## src/rtl/text_type_ctrl.sv

```systemverilog
// Typewriter-style text controller: clears the 16x16 character buffer, then
// types one message character from ROM every FRAMES_PER_CHAR vertical blanks.
module text_type_ctrl #(
    parameter int unsigned FRAMES_PER_CHAR = 4,
    parameter int unsigned MSG_LEN         = 64
) (
    input  logic       clk,
    input  logic       rst,
    input  logic       start,
    input  logic [1:0] msg_sel,
    input  logic       vblnk,
    output logic [7:0] msg_addr,
    input  logic [6:0] msg_data,
    output logic       wr_en,
    output logic [7:0] wr_addr,
    output logic [6:0] wr_data,
    output logic       busy,
    output logic       done
);

    localparam logic [7:0] LAST_FRAME = 8'(FRAMES_PER_CHAR - 1);
    localparam logic [5:0] LAST_IDX   = 6'(MSG_LEN - 1);
    localparam logic [6:0] SPACE      = 7'h20;

    typedef enum logic [2:0] {IDLE, CLEAR, WAIT_TICK, FETCH, WRITE, DONE} state_t;

    state_t     state, state_next;
    logic [1:0] msg_sel_q;
    logic [7:0] clr_cnt;
    logic [5:0] idx;
    logic [7:0] frame_cnt;
    logic [6:0] data_q;
    logic       vblnk_q;
    logic       tick;

    assign tick = vblnk & ~vblnk_q;

    always_ff @(posedge clk) begin
        if (rst) begin
            state     <= IDLE;
            msg_sel_q <= '0;
            clr_cnt   <= '0;
            idx       <= '0;
            frame_cnt <= '0;
            data_q    <= '0;
            vblnk_q   <= 1'b0;
        end else begin
            state   <= state_next;
            vblnk_q <= vblnk;
            case (state)
                IDLE: begin
                    if (start) begin
                        msg_sel_q <= msg_sel;
                        clr_cnt   <= '0;
                        idx       <= '0;
                        frame_cnt <= '0;
                    end
                end
                CLEAR: begin
                    if (clr_cnt != 8'hFF) clr_cnt <= clr_cnt + 8'd1;
                end
                WAIT_TICK: begin
                    // Ticks are only counted here, so edges during CLEAR/FETCH/WRITE are lost.
                    if (tick) frame_cnt <= (frame_cnt == LAST_FRAME) ? '0 : frame_cnt + 8'd1;
                end
                FETCH: data_q <= msg_data;
                WRITE: begin
                    if (data_q != '0 && idx != LAST_IDX) idx <= idx + 6'd1;
                end
                default: ;
            endcase
        end
    end

    always_comb begin
        state_next = state;
        wr_en      = 1'b0;
        wr_addr    = '0;
        wr_data    = '0;
        done       = 1'b0;
        busy       = (state != IDLE);
        msg_addr   = {msg_sel_q, idx};
        case (state)
            IDLE: if (start) state_next = CLEAR;
            CLEAR: begin
                wr_en   = 1'b1;
                wr_addr = clr_cnt;
                wr_data = SPACE;
                if (clr_cnt == 8'hFF) state_next = WAIT_TICK;
            end
            WAIT_TICK: if (tick && frame_cnt == LAST_FRAME) state_next = FETCH;
            FETCH: state_next = WRITE;
            WRITE: begin
                if (data_q == '0) begin
                    state_next = DONE;
                end else begin
                    wr_en      = 1'b1;
                    wr_addr    = {2'b00, idx[5:4], idx[3:0]};
                    wr_data    = data_q;
                    state_next = (idx == LAST_IDX) ? DONE : WAIT_TICK;
                end
            end
            DONE: begin
                done       = 1'b1;
                state_next = IDLE;
            end
            default: state_next = IDLE;
        endcase
        // Reset masks outputs in the same cycle so an abort never leaks a write.
        if (rst) begin
            wr_en    = 1'b0;
            wr_addr  = '0;
            wr_data  = '0;
            done     = 1'b0;
            busy     = 1'b0;
            msg_addr = '0;
        end
    end

endmodule

```

## config.mk

```make
export PLATFORM = sky130hd
export DESIGN_NAME = text_type_ctrl
export DESIGN_NICKNAME = d
export VERILOG_FILES = /design/src/rtl/text_type_ctrl.sv
export SDC_FILE = /design/constraint.sdc
export NUM_CORES = 1
export LEC_CHECK = 0
export CORE_MARGIN = 2
export CORE_UTILIZATION = 38
export DETAILED_ROUTE_END_ITERATION = 16
export GPL_ROUTABILITY_DRIVEN = 0
export SYNTH_ARGS = -nofsm -noshare
export SYNTH_HDL_FRONTEND = slang
export SYNTH_SLANG_ARGS = --single-unit
```

## constraint.sdc

```tcl
create_clock -name clk -period 5.1 [get_ports clk]
set_clock_uncertainty 0.1 [all_clocks]
set_input_delay 0.51 -clock clk [delete_from_list [all_inputs] [get_ports clk]]
set_output_delay 0.51 -clock clk [all_outputs]
set_load 0.05 [all_outputs]
```

==> results of run 1 <==
==> worst max path at each step <==
stage	start	endpoint	slack, ps	cells past startpoint
floorplan	rst	done	2240	2
global placement	rst	wr_addr[3]	1260	5
global route	rst	wr_addr[4]	960	5
finish	rst	wr_addr[0]	1230	5
detailed placement	rst	wr_addr[0]	1210	5
CTS	rst	wr_addr[0]	1210	5
==> logic make-up after synthesis <==
kind of cell,synth area share (%)
buffers and inverters,3.87
muxes,4.65
and+or+nand+nor,29.0
AOI/OAI and AO/OA,22.2
DFF,36.1
adders and majority gates,1.94
xor gates and xnor gates,2.26
==> Yosys cell counts, types with 4 or more instances <==
library cell / instances
dfxtp_1: 35
nor2_1: 32
nand2_1: 14
a21oi_1: 13
clkbuf_1: 11
nor2b_1: 11
and2_1: 9
mux2i_1: 9
o21ai_0: 7
a22oi_1: 6
nand3_1: 6
xor2_1: 5
a21o_1: 4
nand2b_1: 4
nor3_1: 4
==> layer usage <==
layer	vias up	share of wire, %
met5	-	0
met1	812	50
met3	2	5.4
li1	914	-
met4	0	0.77
met2	41	44
==> sequential cells by signal, summed over array words and instances, names as in the netlist <==
signal     flops
clr_cnt        8
state          3
msg_sel_q      2
frame_cnt      8
vblnk_q        1
idx            6
data_q         7
==> metrics by stage <==
stage               util [%]  cells  setup slack (ps)  hold WS [ps]
floorplan                  -    231              2240           352
global placement        47.1    328              1260           369
detailed placement      47.1    328              1210           376
CTS                     48.8    336              1210           389
global route            48.8    336               962           417
finish                  48.8    336              1230           388
==> cell type report <==
class / instances / area (um^2) / share of cell area (%)
clock buffers: 5 / 68.8 / 2.82
clock inverters: 3 / 15.0 / 0.615
inverters: 3 / 11.3 / 0.461
multi-input cells: 180 / 1160 / 47.6
flip-flops and latches: 35 / 701 / 28.7
well taps: 70 / 87.6 / 3.59
repair buffers: 40 / 395 / 16.2
==> power by group through the flow <==
| stage | Clock [mW] | Sequential [mW] | Combinational [mW] |
|---|---|---|---|
| floorplan | 0 | 0.297 | 0.0977 |
| global route | 0.211 | 0.302 | 0.140 |
| global placement | 0 | 0.306 | 0.126 |
| CTS | 0.203 | 0.300 | 0.128 |
| detailed placement | 0 | 0.306 | 0.127 |
| finish | 0.195 | 0.300 | 0.127 |
==> critical path, cell delays in order <==
cell and delay (ps):
clkdlybuf4s50_1 820, nor3b_2 720, nor2_1 240, nor2_1 150, clkdlybuf4s50_1 810
==> impl_metrics.tcl, run 1 <==
set metrics [dict create \
    outcome "finished, final reports clean" \
    grt_util_met2_pct 26.1 \
    p_clk_share_pct 31.3 \
    grt_pass1_vias 1582 \
    required_ps 4490 \
    hold_start "frame_cnt[0]" \
    yosysWarnings 0 \
    cp-start-kind "input pin" \
    fp.dieW_um 75.4 \
    dieArea_um2 5690 \
    relSlewSlack_pct 32.2 \
    ff2ff_path_depth 4 \
    pwr-share-comb_pct 20.4 \
    start_util_pct 38.7 \
    seqPwrFrac_pct 48.3 \
    leakage_nw 0.900 \
    hold_violations 0 \
    place_area_um2 2360 \
    htree_num_levels 2 \
    drc 0 \
    maxSlewViolCount 0 \
    grt-ovfl-total 0 \
    clk-insertion-delay-late_ps 290 \
    synth_ff_type "dfxtp_1" \
    drive_gt1_share_pct 6.39 \
    cts_buffers 5 \
    final.setup.tns_ps 0 \
    critPathMaxFanout 21 \
    fin_crit_sh_pct 75.9 \
    synth.avg_cell_area_um2 8.40 \
    endpoint_kind "output port" \
    dp_hpwl_mm 3.33 \
    fmax_mhz 258 \
    detail_route.vias_per_cell 5.26 \
    final_antenna_net_count 0 \
    synth_cells 231 \
    cts_setup_buffers 0 \
    cts_sinks 35 \
    synth_seq_area_share_pct 36.1 \
    ctsHoldBuffers 0 \
    groute.usage.overall_pct 17.2 \
    ios 39 \
    drtIter0Drc 135 \
    finalSetupViolCount 0 \
    finalPower_mw 0.621 \
    clkTransAtPathRegs_ps 80 \
    layout_common_cells "clkdlybuf4s50_1, dfxtp_1, nor2_1, nand2_1, a21oi_1" \
    worstSetupPathType "in2out" \
    synthesis.nets 247 \
    power_switching_mw 0.195 \
    cap_viol_max_count 0 \
    syn_to_final_growth_pct 25.9 \
    vdd_drop_max_mv 0.173 \
    antenna_found_initial 0 \
    rows 26 \
    layout_commonest_cell "clkdlybuf4s50_1" \
    nets 281 \
    tightest_slew_ps 1000 \
    whs_path_depth 2 \
    p_int_mw 0.426 \
    r2r_slack_ps 2910 \
    drt-total-wl_mm 4.65 \
    design_area_um2 2440 \
    power_per_cell_area_nw_per_um2 254 \
    fin_crit_ps 3870 \
    synth_cell_types 55 \
    rsz0062_at_grt "no" \
    synthArstFlopShare_pct 0 \
    met1_usage_pct 23.5 \
    hp-class "reg2reg" \
    r2r_start "state[1]" \
    root_buffer "clkbuf_8" \
    cts_resized 0 \
    core_um2 5010 \
    n_antenna_cell 0 \
    r2r_end "clr_cnt[4]" \
    first_pass_iters 4 \
    wl_per_cell_um 13.8 \
    grt_util_met3_pct 6.08 \
    cts_buffer_depth 2 \
    synth_area_leader_cell "dfxtp_1" \
    vias 1769 \
    grt_pass1_wl_mm 7.41 \
    yosysTopAreaCellShare_pct 36.1 \
    hold_end "frame_cnt[0]" \
    fp.dieH_um 75.4 \
    cts_tree "built" \
    fillers 503 \
    ys_ff_latch 35 \
    synth.area.top_cells "dfxtp_1, nor2_1, mux2i_1, nor2b_1, a21oi_1" \
    port_buffers 38 \
    grt-busiest-layer "met2" \
    switching_share_pct 31.5 \
    synth_edf_count 0 \
    syn-cell-area_um2 1940 \
    critPathArrivalTime_ps 3260 \
    grt_start_max_net_pins 22 \
]
No activity file was read; power rests on OpenSTA's default activity.
==> run 2, diff against run 1 <==
- clock period: 5.1 -> 3.9 ns (I/O delays scaled with it)
==> run 2 against run 1 <==
  * Non-clock buffer count grew 3
  * Total power is 46% higher
  * Clock-buffer cell count rose by 1
  * Critical path depth is 1 lower
  * Core utilization is 1.8 points higher
  * Worst setup slack got worse by 170 ps
  * Global-route usage increased by 0.35 points
  * Sequential cell count is the same
  * Clock power is 77% higher
  * Sequential power grew 31%
  * Cell area is 3.7% higher
  * Cell count grew 0.89%
  * Largest power group unchanged
  * Highest routed layer unchanged
==> impl_metrics.tcl, run 2 (same netlist as run 1, synthesis figures left out) <==
set metrics [dict create \
    vdd_drop_max_mv 0.192 \
    r2r_start "frame_cnt[0]" \
    outcome "finished, final reports clean" \
    endpoint_kind "output port" \
    fin_crit_sh_pct 72.8 \
    core_um2 5010 \
    drive_gt1_share_pct 13.4 \
    grt-ovfl-total 0 \
    maxSlewViolCount 0 \
    holdWs_ps 399 \
    rsz0062_at_grt "no" \
    cts_buffer_depth 2 \
    layout_commonest_cell "dfxtp_1" \
    rows 26 \
    clk-insertion-delay-late_ps 290 \
    final.setup.tns_ps 0 \
    critPathArrivalTime_ps 2350 \
    hold_end "frame_cnt[0]" \
    largestRegisters "clr_cnt (8), frame_cnt (8), data_q (7)" \
    ios 39 \
    cts_buffers 5 \
    r2r_end "frame_cnt[3]" \
    vias 1776 \
    required_ps 3410 \
    hold_violations 0 \
    cp-start-kind "input pin" \
    cts_tree "built" \
    cts_sinks 35 \
    detail_route.vias_per_cell 5.24 \
    clkTransAtPathRegs_ps 80 \
    port_buffers 38 \
    antenna_found_initial 0 \
    grt_pass1_wl_mm 7.78 \
    whs_path_depth 2 \
    layout_common_cells "dfxtp_1, nor2_1, clkdlybuf4s50_1, buf_4, nand2_1" \
    nets 284 \
    r2r_slack_ps 1690 \
    leakage_nw 0.977 \
    final_antenna_net_count 0 \
    first_pass_iters 4 \
    cts_setup_buffers 0 \
    hp-class "reg2reg" \
    worstSetupPathType "in2out" \
    relSlewSlack_pct 60.0 \
    drtIter0Drc 101 \
    hold_start "frame_cnt[0]" \
    dp_hpwl_mm 3.33 \
    grt_start_max_net_pins 19 \
    cts_resized 0 \
    critPathMaxFanout 18 \
    fmax_mhz 352 \
    fin_crit_ps 2840 \
    root_buffer "clkbuf_8" \
    ctsHoldBuffers 0 \
    htree_num_levels 2 \
    power_per_cell_area_nw_per_um2 358 \
    fp.dieW_um 75.4 \
    n_antenna_cell 0 \
    ff2ff_path_depth 5 \
    groute.usage.overall_pct 17.5 \
    grt_pass1_vias 1629 \
    fp.dieH_um 75.4 \
    cap_viol_max_count 0 \
    drc 0 \
    start_util_pct 38.7 \
    finalSetupViolCount 0 \
    wl_per_cell_um 13.7 \
    drt-total-wl_mm 4.66 \
    tightest_slew_ps 599 \
    syn_to_final_growth_pct 30.6 \
    dieArea_um2 5690 \
]
[run 2: worst max-delay path by stage]
stage | slack, ps | cells after the start | end | startpoint
5_1_grt | 960 | 5 | wr_addr[4] | state[2]
4_1_cts | 1060 | 4 | msg_addr[0] | rst
3_5_place_dp | 1080 | 4 | msg_addr[0] | rst
3_3_place_gp | 1110 | 4 | msg_addr[0] | rst
2_1_floorplan | 1260 | 2 | done | state[0]
6_report | 1060 | 4 | msg_addr[0] | rst
[run 2: routing by layer]
layer / wire length (um) / global-route usage [%] / vias up
met5: 0 / 0 / -
met4: 51 / 5.46 / 0
met3: 175 / 3.97 / 5
met2: 2070 / 26.6 / 40
met1: 2360 / 24.8 / 808
li1: - / - / 923
[run 2: area by class of cell]
type                            instances  area [um^2]
Clock buffer                            6         82.6
Multi-Input combinational cell        180         1160
Tap cell                               70         87.6
Clock inverter                          2         35.0
Sequential cell                        35          701
Inverter                                3         11.3
Fill cell                             519         2480
Timing Repair Buffer                   43          453
[run 2: report_power, final]
part           internal (mW)  leakage [nW]  switching (mW)
Sequential             0.371         0.283          0.0215
Clock                  0.207        0.0612           0.138
Combinational         0.0675         0.633           0.103
[run 2: per-stage QoR]
step                      utilization (%)  power, mW  area, um^2  std cells  worst slack, ps
after floorplan                         -      0.516        1940        231             1260
after global placement               48.2      0.570        2420        331             1110
after detailed placement             48.2      0.570        2420        331             1080
after CTS                            50.6      0.916        2530        339             1060
after global routing                 50.6      0.949        2530        339              958
final                                50.6      0.907        2530        339             1060
[run 2: worst max-delay path, cell delays in order]
cell             delay, ps
clkdlybuf4s50_1        640
buf_4                  320
nor2b_1                170
clkdlybuf4s50_1        820
